--- src/rtl/rs_flag_arbiter.sv ---
// Round-robin arbiter giving NREQ requesters access to a bank of set-dominant RS flags.
// Each transaction runs IDLE -> APPLY -> ACK and is acked with the flag's prior value.
module rs_flag_arbiter #(
    parameter int NREQ  = 4,
    parameter int NFLAG = 8,
    parameter int IDXW  = 3
) (
    input  logic                 clk,
    input  logic                 rst_n,
    input  logic [NREQ-1:0]      req,
    input  logic [2*NREQ-1:0]    req_op,
    input  logic [IDXW*NREQ-1:0] req_idx,
    input  logic                 clr_all,
    output logic [NREQ-1:0]      gnt,
    output logic [NREQ-1:0]      ack,
    output logic                 rdata,
    output logic [NFLAG-1:0]     q,
    output logic [NFLAG-1:0]     qbar,
    output logic                 busy
);

    localparam int PW = $clog2(NREQ);

    // Handshake: a requester holds req until its ack; gnt stays high from the
    // grant edge through the single ack cycle, and op/idx are frozen at grant.
    typedef enum logic [1:0] {
        IDLE  = 2'd0,
        APPLY = 2'd1,
        ACK   = 2'd2
    } state_t;

    state_t          state, state_nxt;
    logic [PW-1:0]   rr_ptr;
    logic [PW-1:0]   win;
    logic [PW-1:0]   win_r;
    logic            any_req;
    logic [1:0]      op_r;
    logic [IDXW-1:0] idx_r;
    logic [NREQ-1:0] gnt_r;
    logic            idx_ok;

    // First active request at or after rr_ptr, wrapping around.
    always_comb begin
        win     = rr_ptr;
        any_req = 1'b0;
        for (int i = 0; i < NREQ; i++) begin
            if (!any_req && req[(int'(rr_ptr) + i) % NREQ]) begin
                win     = PW'((int'(rr_ptr) + i) % NREQ);
                any_req = 1'b1;
            end
        end
    end

    always_ff @(posedge clk or negedge rst_n) begin
        if (!rst_n) state <= IDLE;
        else        state <= state_nxt;
    end

    always_comb begin
        state_nxt = state;
        case (state)
            IDLE:    if (any_req) state_nxt = APPLY;
            APPLY:   state_nxt = ACK;
            ACK:     state_nxt = IDLE;
            default: state_nxt = IDLE;
        endcase
    end

    assign idx_ok = (int'(idx_r) < NFLAG);

    always_ff @(posedge clk or negedge rst_n) begin
        if (!rst_n) begin
            gnt_r  <= '0;
            win_r  <= '0;
            op_r   <= '0;
            idx_r  <= '0;
            rr_ptr <= '0;
            rdata  <= 1'b0;
        end else begin
            case (state)
                IDLE: begin
                    if (any_req) begin
                        win_r <= win;
                        gnt_r <= NREQ'(1) << win;
                        op_r  <= req_op[2*win +: 2];
                        idx_r <= req_idx[IDXW*win +: IDXW];
                    end
                end
                APPLY: rdata <= idx_ok ? q[idx_r] : 1'b0;
                ACK: begin
                    gnt_r  <= '0;
                    rr_ptr <= (win_r == PW'(NREQ - 1)) ? '0 : win_r + PW'(1);
                end
                default: ;
            endcase
        end
    end

    // clr_all wins over the APPLY update; op 11 behaves as set.
    always_ff @(posedge clk or negedge rst_n) begin
        if (!rst_n) begin
            q <= '0;
        end else if (clr_all) begin
            q <= '0;
        end else if (state == APPLY && idx_ok) begin
            case (op_r)
                2'b01, 2'b11: q[idx_r] <= 1'b1;
                2'b10:        q[idx_r] <= 1'b0;
                default:      ;
            endcase
        end
    end

    assign gnt  = gnt_r;
    assign ack  = (state == ACK) ? gnt_r : '0;
    assign busy = (state != IDLE);
    assign qbar = ~q;

endmodule

--- config.mk ---
export PLATFORM = sky130hd
export DESIGN_NAME = rs_flag_arbiter
export DESIGN_NICKNAME = d
export VERILOG_FILES = /design/src/rtl/rs_flag_arbiter.sv
export SDC_FILE = /design/constraint.sdc
export NUM_CORES = 1
export LEC_CHECK = 0
export ABC_AREA = 1
export BUFFER_PORTS_ARGS = -buffer_cell sky130_fd_sc_hd__buf_2
export CAP_MARGIN = 0
export CORE_MARGIN = 1
export CORE_UTILIZATION = 52
export DETAILED_ROUTE_END_ITERATION = 16
export GPL_ROUTABILITY_DRIVEN = 0
export PLACE_DENSITY_LB_ADDON = 0.12
export SLEW_MARGIN = 20
export SYNTH_ARGS = -nofsm -noshare
export SYNTH_HDL_FRONTEND = slang
export SYNTH_SLANG_ARGS = --single-unit
export TNS_END_PERCENT = 20
--- constraint.sdc ---
create_clock -name clk -period 2.3 [get_ports clk]
set_clock_uncertainty 0.05 [all_clocks]
set_input_delay 0.23 -clock clk [delete_from_list [all_inputs] [get_ports clk]]
set_output_delay 0.23 -clock clk [all_outputs]
set_load 0.02 [all_outputs]
After elaboration in Yosys (flattened, before gate mapping)
Index checks and enable logic that the tools add are counted.
{"block": "word_totals", "input_bits": 27, "regBits": 24, "mem_count": 0, "output_inout_bits": 26, "latchBits": 0, "wordCells": 86, "romBits": 0, "ramBits": 0}
{"block": "classes", "shifts": 3, "div": 0, "n_lt_le_gt_ge": 6, "reduce_logical": 19, "n_addsub": 4, "multipliers": 1, "eq_ne": 7, "n_mux": 31, "bitwise_logic": 7}
{"op": "$lt A3 B4 Y1 const B", "count": 4}
{"op": "$mux W8", "count": 2}
{"op": "$not A8 Y8", "count": 2}
{"op": "$pmux W8 S2", "count": 1}
{"op": "$mux W1", "count": 13}
{"op": "$shiftx A12 B5 Y3", "count": 1}
{"op": "$mux W2", "count": 5}
{"op": "$and A8 B8 Y8", "count": 1}
{"op": "$bmux W1 S2", "count": 4}
{"op": "$eq A2 B2 Y1 const B", "count": 4}
{"op": "$mux W4", "count": 2}
{"op": "$or A8 B8 Y8", "count": 1}
{"op": "$pmux W4 S2", "count": 1}
{"op": "$reduce_or A2 Y1", "count": 4}
{"op": "$shiftx A8 B4 Y2", "count": 1}
{"op": "$reduce_and A2 Y1", "count": 3}
{"op": "$reduce_bool A2 Y1", "count": 3}
{"op": "$add A2 B1 Y2 const B", "count": 2}
{"op": "$add A2 B2 Y2 const B", "count": 2}
{"op": "$eq A2 B1 Y1 const B", "count": 2}
{"op": "$logic_and A1 B1 Y1", "count": 4}
{"op": "$mul A2 B2 Y4 const A", "count": 1}
{"op": "$pmux W2 S2", "count": 1}
{"op": "$shl A1 B2 Y4 const A", "count": 1}
{"op": "9 further kinds", "count": 13}

Longest topological paths before layout
{"block": "logic_depth", "ltp_word": 17, "ltp_mapped": 17, "mapped_depth_nobuf": 15}

Worst setup path after synthesis
No wires, ideal clock.
{"block": "synth_path", "path_kind": "reg2reg", "start": "reg rr_ptr[1]", "end": "reg gnt_r[2] (netlist: gnt[2])", "t_arrival_ps": 1585, "setup_ps": 76, "path_stages_with_launch": 16, "slack_ps": 588, "cell_sequence": "dfrtp_1 -> buf_4 -> inv_4 -> nand2_1 -> nand2_1 -> nand2_1 -> nand2_2 -> nand2_2 -> nand2_1 -> nand2_1 -> nand2_2 -> buf_6 -> nand2_1 -> inv_2 -> nand3_1 -> o21ai_1"}
{"block": "synth_via", "elab_chain_len": 15}
{"element": "from (decl)", "line_no": "33", "rtl": "logic [PW-1:0] rr_ptr;"}
{"element": "from (signal assigned)", "line_no": "92", "rtl": "rr_ptr <= (win_r == PW'(NREQ - 1)) ? '0 : win_r + PW'(1);"}
{"element": "$add A2 B1 Y2 or $bmux W1 S2 (tied branches)", "line_no": "47, 48"}
{"element": "$bmux W1 S2 or $mux W1 (tied branches)", "line_no": "47", "rtl": "if (!any_req && req[(int'(rr_ptr) + i) % NREQ]) begin"}
{"element": "$mux W1 (not written as such)", "line_no": "47"}
{"element": "$mux W1 (not written as such) or $logic_not A1 Y1 (tied branches)", "line_no": "47"}
{"element": "$logic_and A1 B1 Y1", "line_no": "47"}
{"element": "$mux W1", "line_no": "47"}
{"element": "$logic_not A1 Y1", "line_no": "47"}
{"element": "$logic_and A1 B1 Y1", "line_no": "47"}
{"element": "$mux W1", "line_no": "47"}
{"element": "$logic_not A1 Y1", "line_no": "47"}
{"element": "$logic_and A1 B1 Y1", "line_no": "47"}
{"element": "$mux W2", "line_no": "47"}
{"element": "$shl A1 B2 Y4", "line_no": "84", "rtl": "gnt_r <= NREQ'(1) << win;"}
{"element": "$mux W4", "line_no": "82", "rtl": "if (any_req) begin"}
{"element": "$pmux W4 S2", "line_no": "80", "rtl": "case (state)"}
{"element": "to (signal assigned)", "line_no": "84"}
{"element": "to (decl)", "line_no": "39", "rtl": "logic [NREQ-1:0] gnt_r;"}
Parallel ways exist; a longest one is shown, timed or not. The select of a mux whose other input is x is not followed.
A chain may end at the register's enable or synchronous reset.

Final worst setup path
{"block": "layout_path", "start": "reg rr_ptr[0]", "end": "reg gnt_r[2] (netlist: gnt[2])"}
The elaborated chain is that of the path after synthesis.

==> metrics.md <==
| Metric | Value |
|---|---|
| Met3 wire length | 157 um |
| Count of cell types in the netlist | 28 |
| Post-synth top cells | 99 x nand2_1, 36 x nand3_1, 29 x inv_1, 24 x dfrtp_1, 17 x nor2_1 |
| Max_cap viols | 0 |
| Die Width | 61.35 um |
| Hold EP | q[3]$_DFFE_PN0P_ |
| Most frequent cell after synthesis | nand2_1 |
| R2R Setup Slk | 220 ps |
| First-pass GRT wire length | 6.824 mm |
| Max Slew Vio Count | 0 |
| Syn nets | 300 |
| Total power draw | 3223 uW |
| Initial antenna violation count | 0 |
| Drt via density | 5.165 |
| Mapped cell area | 0.001832 mm2 |
| Clock Sinks | 24 |
| Hpwl dp | 3.173 mm |
| Period utilization | 0.9037 |
| Ys async rst share | 1.000 |
| Largest net degree at the start of global routing | 25 |
| Reg-to-reg endpoint | gnt[2]$_DFFE_PN0P_ |
| Longest Clk Path Bufs | 2 |
| Worst Min Path Start | clr_all |
| Clock slew at reported path FFs | 130 ps |
| DR pass1 iterations | 4 |
| RSZ-0062 raised after global routing | no |
| CP startpoint | rr_ptr[0]$_DFFE_PN0P_ |
| Status | complete, no violations |
| Startpoint types | flip-flop |
| Max FO, Critical Path | 13 |
| Post-DR wirelength/cell | 11.34 um |
| Total Wirelength | 4.184 mm |
| Total Neg Setup Slack | 0 ps |
| Number of I/O pins | 53 |
| Die Span Y | 61.35 um |
| Post-synth EDFFs | 0 |
| Layout cells sized above 1 | 0.2693 |
| ANT nets after route | 0 |
| Reg2reg path depth | 11 |
| Number of global-route vias before repair | 1,632 |
| Critical R2R Launch | rr_ptr[0]$_DFFE_PN0P_ |
| Post-synth top area share | 0.3279 |
| Starting DRT DRC Count | 116 |
| Synthesized area per cell | 6.734 um2 |
| Root Driver | clkbuf_4 |
| Worst setup EP type | flip-flop |
| H-Tree Depth | 1 |
| FP Rows | 21 |
| DRC viols | 0 |
| Final hold vios | 0 |
| Tmin final | 2078 ps |
| Highest Clock Rate | 0.4811 GHz |
| CTS tree | done |
| Uppermost layer routed | met4 |
| Synth Register Bits | 24 |
| Post-synthesis cell count | 272 |
| Hold path depth | 4 |
| Layout area overhead | 18.72% |
| Total GRT Usage | 0.2432 |
| Area after DPL | 0.002101 mm2 |
| Core ar. | 0.003363 mm2 |
| Crit path arrival time | 2290 ps |
| Worst Tran Pin Value | 525.9 ps |
| Buffers added on ports | 52 |
| Clock Latency Late Sink | 320 ps |
| # Post-CTS Setup Buffers | 0 |
| Area leader, netlist | dfrtp_1 |
| CTS Buf Count | 3 |
| Fin nets | 352 |
| Final setup fails | 0 |
| Worst hold path class | in -> reg |
| Die ar. | 0.003764 mm2 |
| Crit Path Category | reg -> reg |
| Met1 WL | 2.026 mm |
| Peak VDD IR | 0.9341 mV |
| Pwr Density | 1482 mW/mm2 |
| Leak | 0.001192 uW |
| Max-slew headroom | 0.6494 |
| Yosys warns | 0 |
| Req. time, crit path | 2510 ps |
| Initial Util | 0.5446 |
| Finished Cell Area | 0.002175 mm2 |
| Routed wl met2 | 1.979 mm |
| Vias | 1,906 |
| Total grt overflow | 0 |
| Synth Flop Type | dfrtp_1 |
| Seq/Total Area, Yosys | 0.3279 |
| Top cells by area, synth | dfrtp_1 33%, nand2_1 20%, nand3_1 9.8% |
| ANT cells | 0 |
power by group:
group          internal, uW  switching [uW]
registers               576             149
logic                   675            1520
clock network           176             130
worst max-delay path by stage:
stage / end / slack [ps] / depth (start not counted)
after floorplan: gnt[2]$_DFFE_PN0P_ / 590 / 15
after global placement: gnt[2]$_DFFE_PN0P_ / 200 / 11
after detailed placement: gnt[2]$_DFFE_PN0P_ / 130 / 11
after CTS: op_r[0]$_DFFE_PN0P_ / 120 / 13
after global routing: idx_r[0]$_DFFE_PN0P_ / 9 / 13
final: gnt[2]$_DFFE_PN0P_ / 220 / 11
per-layer routing:
metal / track usage / up-vias
li1: - / 990
met1: 0.3272 / 872
met2: 0.4130 / 42
met3: 0.03782 / 2
met5: 0 / -
met4: 0.05714 / 0
cell usage in the layout (no fill, tap or decap), drive strengths merged:
cell type / count
dlygate4sd3: 1
nand3: 47
clkinv: 1
o211ai: 1
o22ai: 3
a21oi: 1
clkbuf: 3
o31ai: 2
buf: 53
a31oi: 3
bufinv: 1
o32ai: 6
nand2: 109
or2: 1
nor2: 18
nor4: 2
nor3: 1
ha: 1
nand4: 3
o21ai: 9
dfrtp: 24
inv: 33
area by class of cell:
| type | count | area (um2) |
|---|---|---|
| multi-input cells | 207 | 1054 |
| fillers | 352 | 1189 |
| inverters | 34 | 132.6 |
| well taps | 46 | 57.56 |
| clock buffers | 3 | 22.52 |
| repair buffers | 54 | 277.8 |
| flip-flops and latches | 24 | 600.6 |
| clock inverters | 1 | 30.03 |
state kept, by name (all words and copies together) (netlist names):
name	flops
gnt	4
idx_r	3
op_r	2
q	8
rdata	1
rr_ptr	2
state	2
win_r	2
repair_timing:
| action | in CTS | in global routing |
|---|---|---|
| endpoints found under the hold margin | 24 | 0 |
| endpoints found under the setup margin | 0 | 10 |
| resized for setup | 0 | 2 |
| hold buffers | 1 | 0 |
kinds of logic (layout without fill, tap and decap cells):
group,count (synthesis),in the layout,share of synthesized area
simple gates,181,181,0.4747
flops,24,24,0.3279
buf+inv,41,92,0.1018
fa+ha+maj,1,1,0.006830
compound gates,25,25,0.08879
critical path, stage by stage (launching register included):
cell     delay [ps]
dfrtp_1         510
inv_4           190
nand2_1          70
nand2_1         130
nand2_1          90
nand2_2         160
nand4_4         160
nand2_2         280
nand2_1         160
inv_2           100
nand3_1          70
o21ai_1          70
metrics by stage:
| stage | hold slack, ps | std cells | utilization | setup slack [ps] |
|---|---|---|---|---|
| 2_1_floorplan | -115.6 | 272 | - | 588.2 |
| 3_3_place_gp | 191.6 | 364 | 0.6246 | 195.4 |
| 3_5_place_dp | 190.9 | 364 | 0.6246 | 128.3 |
| 4_1_cts | 157.9 | 369 | 0.6432 | 121.8 |
| 5_1_grt | 177.2 | 369 | 0.6466 | 9.318 |
| 6_report | 166.0 | 369 | 0.6466 | 221.5 |
(Power assumes the default switching activity.)
